`src/rtl/serial_alu_pkg.sv`:
```
// Shared definitions for the sequential ALU blocks: state encoding, default width
// and a constant-evaluable ceil(log2) for sizing counters.
package serial_alu_pkg;

    localparam int unsigned DEFAULT_WIDTH = 4;

    localparam logic [1:0] ST_IDLE = 2'd0;
    localparam logic [1:0] ST_RUN  = 2'd1;
    localparam logic [1:0] ST_DONE = 2'd2;

    typedef enum logic [1:0] {
        IDLE = ST_IDLE,
        RUN  = ST_RUN,
        DONE = ST_DONE
    } state_t;

    function automatic int unsigned clog2(input int unsigned value);
        int unsigned r;
        r = 0;
        for (int unsigned i = 0; i < 32; i++) begin
            if ((64'd1 << i) < 64'(value)) r = i + 1;
        end
        return r;
    endfunction

endpackage

```
`src/rtl/serial_adder_4bit_if.sv`:
```
// Start/done handshake and operand/result bus of the bit-serial adder.
// The ovf signal exists only when SERIAL_ADDER_OVF_FLAG_EN is defined.
interface serial_adder_4bit_if #(
    parameter int unsigned WIDTH = serial_alu_pkg::DEFAULT_WIDTH
);
    logic             start;
    logic [WIDTH-1:0] A;
    logic [WIDTH-1:0] B;
    logic             c0;
    logic             busy;
    logic             done;
    logic [WIDTH-1:0] S;
    logic             c_out;
`ifdef SERIAL_ADDER_OVF_FLAG_EN
    logic             ovf;

    modport master (output start, A, B, c0, input busy, done, S, c_out, ovf);
    modport slave  (input start, A, B, c0, output busy, done, S, c_out, ovf);
`else
    modport master (output start, A, B, c0, input busy, done, S, c_out);
    modport slave  (input start, A, B, c0, output busy, done, S, c_out);
`endif
endinterface

```
`src/rtl/full_adder_1bit.sv`:
```
// Single combinational full-adder cell shared by the serial datapath.
module full_adder_1bit (
    input  logic a,
    input  logic b,
    input  logic cin,
    output logic s,
    output logic cout
);
    assign s    = a ^ b ^ cin;
    assign cout = (a & b) | (a & cin) | (b & cin);
endmodule

```
`src/rtl/serial_adder_4bit.sv`:
```
// Bit-serial ripple-carry adder: S = A + B + c0, one bit per cycle LSB-first.
// Optional signed-overflow output under SERIAL_ADDER_OVF_FLAG_EN.
module serial_adder_4bit
    import serial_alu_pkg::*;
#(
    parameter int unsigned WIDTH = DEFAULT_WIDTH
) (
    input  logic                clk,
    input  logic                rst_n,
    serial_adder_4bit_if.slave  sa
);
    localparam int unsigned CW = clog2(WIDTH);

    state_t           r_state;
    state_t           w_state_nxt;
    logic             w_accept;
    logic             w_last;
    logic [WIDTH-1:0] r_a_sh;
    logic [WIDTH-1:0] r_b_sh;
    logic [WIDTH-1:0] r_s_sh;
    logic [WIDTH-1:0] w_s_nxt;
    logic             r_carry;
    logic [CW-1:0]    r_cnt;
    logic             w_sum_bit;
    logic             w_cout;
    logic             r_busy;
    logic             r_done;
    logic [WIDTH-1:0] r_S;
    logic             r_c_out;

    full_adder_1bit u_fa (
        .a    (r_a_sh[0]),
        .b    (r_b_sh[0]),
        .cin  (r_carry),
        .s    (w_sum_bit),
        .cout (w_cout)
    );

    assign w_s_nxt = {w_sum_bit, r_s_sh[WIDTH-1:1]};

    // Next state; start is honoured only in IDLE or DONE
    always_comb begin
        w_state_nxt = r_state;
        w_accept    = 1'b0;
        w_last      = (r_cnt == CW'(WIDTH - 1));
        case (r_state)
            IDLE: begin
                if (sa.start) begin
                    w_accept    = 1'b1;
                    w_state_nxt = RUN;
                end
            end
            RUN: begin
                if (w_last) w_state_nxt = DONE;
            end
            DONE: begin
                if (sa.start) begin
                    w_accept    = 1'b1;
                    w_state_nxt = RUN;
                end else begin
                    w_state_nxt = IDLE;
                end
            end
            default: w_state_nxt = IDLE;
        endcase
    end

    always_ff @(posedge clk) begin
        if (!rst_n) begin
            r_state <= IDLE;
            r_busy  <= 1'b0;
            r_done  <= 1'b0;
        end else begin
            r_state <= w_state_nxt;
            r_busy  <= (w_state_nxt == RUN);
            r_done  <= (w_state_nxt == DONE);
        end
    end

    // Serial datapath; result registers only update on the final bit
    always_ff @(posedge clk) begin
        if (!rst_n) begin
            r_a_sh  <= '0;
            r_b_sh  <= '0;
            r_s_sh  <= '0;
            r_carry <= 1'b0;
            r_cnt   <= '0;
            r_S     <= '0;
            r_c_out <= 1'b0;
        end else if (w_accept) begin
            r_a_sh  <= sa.A;
            r_b_sh  <= sa.B;
            r_carry <= sa.c0;
            r_cnt   <= '0;
        end else if (r_state == RUN) begin
            r_a_sh  <= r_a_sh >> 1;
            r_b_sh  <= r_b_sh >> 1;
            r_s_sh  <= w_s_nxt;
            r_carry <= w_cout;
            r_cnt   <= r_cnt + CW'(1);
            if (w_last) begin
                r_S     <= w_s_nxt;
                r_c_out <= w_cout;
            end
        end
    end

`ifdef SERIAL_ADDER_OVF_FLAG_EN
    logic r_ovf;

    // On the last bit r_carry is the carry into the MSB
    always_ff @(posedge clk) begin
        if (!rst_n) begin
            r_ovf <= 1'b0;
        end else if (!w_accept && r_state == RUN && w_last) begin
            r_ovf <= r_carry ^ w_cout;
        end
    end

    assign sa.ovf = r_ovf;
`endif

    assign sa.busy  = r_busy;
    assign sa.done  = r_done;
    assign sa.S     = r_S;
    assign sa.c_out = r_c_out;

endmodule

```
`src/flat_wrapper.sv`:
```
// flat-port wrapper written by rule: the top's interface ports become plain ports
module serial_adder_4bit_flat import serial_alu_pkg::*;
#(
    parameter int unsigned WIDTH = DEFAULT_WIDTH
)
  (clk, rst_n, sa_start, sa_A, sa_B, sa_c0, sa_busy, sa_done, sa_S, sa_c_out);
  serial_adder_4bit_if #(.WIDTH(WIDTH)) sa_i ();
  input  logic clk;
  input  logic rst_n;
  input wire logic [$bits(sa_i.start)-1:0] sa_start;
  input wire logic [$bits(sa_i.A)-1:0] sa_A;
  input wire logic [$bits(sa_i.B)-1:0] sa_B;
  input wire logic [$bits(sa_i.c0)-1:0] sa_c0;
  output wire logic [$bits(sa_i.busy)-1:0] sa_busy;
  output wire logic [$bits(sa_i.done)-1:0] sa_done;
  output wire logic [$bits(sa_i.S)-1:0] sa_S;
  output wire logic [$bits(sa_i.c_out)-1:0] sa_c_out;
  assign sa_i.start = sa_start;
  assign sa_i.A = sa_A;
  assign sa_i.B = sa_B;
  assign sa_i.c0 = sa_c0;
  assign sa_busy = sa_i.busy;
  assign sa_done = sa_i.done;
  assign sa_S = sa_i.S;
  assign sa_c_out = sa_i.c_out;
  serial_adder_4bit #(.WIDTH(WIDTH)) u_core (.clk(clk), .rst_n(rst_n), .sa(sa_i));
endmodule
```
`config.mk`:
```
export PLATFORM = sky130hd
export DESIGN_NAME = serial_adder_4bit_flat
export DESIGN_NICKNAME = d
export VERILOG_FILES = /design/src/rtl/serial_alu_pkg.sv /design/src/rtl/serial_adder_4bit_if.sv /design/src/rtl/full_adder_1bit.sv /design/src/rtl/serial_adder_4bit.sv /design/src/flat_wrapper.sv
export SDC_FILE = /design/constraint.sdc
export NUM_CORES = 1
export LEC_CHECK = 0
export BUFFER_PORTS_ARGS = -buffer_cell sky130_fd_sc_hd__buf_2
export CAP_MARGIN = 20
export CORE_UTILIZATION = 42
export DETAILED_ROUTE_END_ITERATION = 16
export HOLD_SLACK_MARGIN = 0.15
export PLACE_DENSITY = 0.71
export RECOVER_POWER = 100
export SKIP_CTS_REPAIR_TIMING = 1
export SLEW_MARGIN = 5
export SYNTH_ARGS = -nofsm -noshare
export SYNTH_HDL_FRONTEND = slang
export SYNTH_SLANG_ARGS = --single-unit
```
`constraint.sdc`:
```
create_clock -name clk -period 2.36 [get_ports clk]
set_clock_uncertainty 0.15 [all_clocks]
set_input_delay 0.118 -clock clk [delete_from_list [all_inputs] [get_ports clk]]
set_output_delay 0.118 -clock clk [all_outputs]
set_load 0.005 [all_outputs]
```
==> metrics.yaml <==
detailed_routing:
  wl_met1_um: 893
  drt_first_pass_iters: 4
  wl_um: 2040
  ant_nets: 0
  drtIter0Drc: 26
  route.detailed.wl_per_inst_um: 12.3
  via_per_inst: 4.96
  maxUsedRoutingLayer: "met4"
  wl_met2_um: 1040
  drc_errors: 0
  vias: 824
  wl_met3_um: 76
timing:
  setup_viol_count_final: 0
  grt_setup_unrepaired: "no"
  final_max_slew_viol_count: 0
  maxSlewHeadroom: 0.594
  tns_ns: 0
  timing.final.crit_share: 0.956
  tightestPinTransition_ns: 0.610
  hold_viol: 0
  max_freq_mhz: 443
  min_period_ns: 2.26
  worst_slack_ns: 0.103
critical_path:
  worstPathArrival_ns: 2.31
  end_kind: "register"
  cp_data_required_time_ns: 2.41
  crit_fanout: 14
  startpoint_type: "primary input"
  crit_type: "in -> reg"
logic_synthesis:
  syn_nets: 117
  synthCells: 103
  synth_area_leader_cell: "dfxtp_1"
  synth_seq_area_share: 0.496
  ys_warn_count: 0
  synth.distinct_cells: 26
  synth.area.top_cells: "dfxtp_1, nand2_1, a21boi_0, nand3_1, a21boi_1"
  synthesis.area_sq_um: 928
  syn_area_per_cell_sq_um: 9.01
  synthDominantCellAreaShare: 0.496
  yosys_register_bits: 23
cts:
  cts_buffers: 3
  cts_sinks: 23
  cts-htree-levels: 1
  cts_root_buf: "clkbuf_4"
  path_clk_slew_ns: 0.12
  cts_max_path_buffers: 2
  cts_tree: "built"
  clock_latency_ns: 0.30
global_routing:
  grt_pass1_wl_um: 2590
  antenna_found_initial: 0
  grt_overflow: 0
  track_usage: 0.141
  grt_pass1_vias: 648
  grt_max_degree: 23
final_layout:
  insertedDiodeCount: 0
  drive_above_1_share: 0.144
  area_delta_synth_final_pct: 33.4
  final_cells: 166
  nets: 154
  fill_cells: 186
die:
  die-area_sq_mm: 0.00240
  start_util: 0.459
  num_io_pins: 19
  chipWidth_um: 49.0
  core_sq_mm: 0.00202
  num_rows: 16
  die_y_um: 49.0
power_and_ir_drop:
  p_total_uw: 701
  power.leakage_uw: 0.000498
  power_density_mw_per_mm2: 566
  vdd_drop_max_uv: 329
placed_design:
  place_ws_ns: 0.897
  hpwl_um: 1070
  gp_congestion: 0.719
  placed_cells: 141
  io_buffers: 18
hold_path:
  hold_path_class: "reg -> reg"
run:
  drv_cap: 0
status:
  status: "finished clean"
-- worst max-delay path, cell delays in order --
cell and delay, ns:
dlygate4sd3_1 0.52, clkbuf_1 0.13, nand2b_2 0.19, o21ai_0 0.18
dlygate4sd3_1 0.56, a31oi_1 0.04, dlygate4sd3_1 0.57
-- stage by stage --
step,util,instance area [sq um],hold slack [ns]
after global routing,0.613,1240,0.343
after detailed placement,0.497,1000,0.213
after CTS,0.510,1030,-0.122
after floorplan,-,928,0.0998
after global placement,0.497,1000,0.207
final,0.613,1240,0.315
-- state kept, by name (all words and copies together) (netlist names), 2 cells and up --
signal          count
u_core.r_b_sh       4
u_core.r_cnt        2
u_core.sa.S         4
u_core.r_s_sh       3
u_core.r_a_sh       4
u_core.r_state      2
-- path summary, 6_finish.rpt --
| path | from | to | slack, ns | cells past startpoint |
|---|---|---|---|---|
| worst max-delay path | sa_start | u_core.r_a_sh[2] | 0.10 | 7 |
| worst min-delay path | u_core.sa.c_out | u_core.sa.c_out | 0.32 | 2 |
| worst max register to register | u_core.r_state[0] | u_core.r_a_sh[2] | 0.10 | 5 |
| worst min register to register | u_core.sa.c_out | u_core.sa.c_out | 0.32 | 2 |
-- Yosys cell counts (all sizes together) --
master / number
nor2b: 1
fa: 1
clkbuf: 2
nand2b: 2
ha: 1
a31oi: 3
and2b: 1
xnor2: 1
dfxtp: 23
o221ai: 1
o21ai: 4
nand3b: 1
a21boi: 12
nand3: 9
a21oi: 2
and2: 2
and3: 2
nor2: 2
nor3: 1
nand2: 24
buf: 5
a22oi: 3
-- area by class of cell --
type                       instances  area [sq um]  share of cell area
clock buffer                       4          26.3              0.0212
sequential                        23           460               0.372
multi-input combinational         73           420               0.339
timing repair buffer              39           298               0.240
tap                               27          33.8              0.0273
-- logic make-up (layout without fill, tap and decap cells) --
group | after synthesis | after routing | synth area share
simple gates | 45 | 45 | 0.225
xor+xnor | 1 | 1 | 0.00944
fa+ha+maj | 2 | 2 | 0.0350
compound gates | 25 | 25 | 0.183
buf+inv | 7 | 43 | 0.0512
flops | 23 | 23 | 0.496
-- cells in the final DEF, fill, tap and decap left out --
master / synthesis / layout
nand2_1: 24 / 24
dfxtp_1: 23 / 23
dlygate4sd3_1: 0 / 21
buf_2: 2 / 16
a21boi_0: 9 / 12
nand3_1: 9 / 9
o21ai_0: 4 / 4
a22oi_1: 3 / 3
a31oi_1: 3 / 3
clkbuf_4: 0 / 3
clkbuf_1: 2 / 3
nor2_1: 2 / 2
and3_1: 2 / 2
and2_0: 0 / 2
a21oi_1: 2 / 2
and2b_1: 1 / 1
nand3b_1: 1 / 1
nand2b_2: 1 / 1
xnor2_1: 1 / 1
nand2b_1: 1 / 1
nor2b_1: 1 / 1
o221ai_1: 1 / 1
nor3_1: 1 / 1
fa_1: 1 / 1
ha_1: 1 / 1
-- where the power goes --
| group | total [uW] | internal, uW | switching [uW] |
|---|---|---|---|
| Combinational | 108 | 56.5 | 51.2 |
| Clock | 174 | 65.8 | 108 |
| Sequential | 419 | 406 | 12.3 |
| Total | 701 | 529 | 172 |
-- layer usage --
layer / track usage / vias to the layer above
met2: 0.231 / 26
met1: 0.167 / 372
li1: - / 422
met3: 0.0374 / 4
met5: 0 / -
met4: 0.0735 / 0
Power figures use the tool's default switching activity.
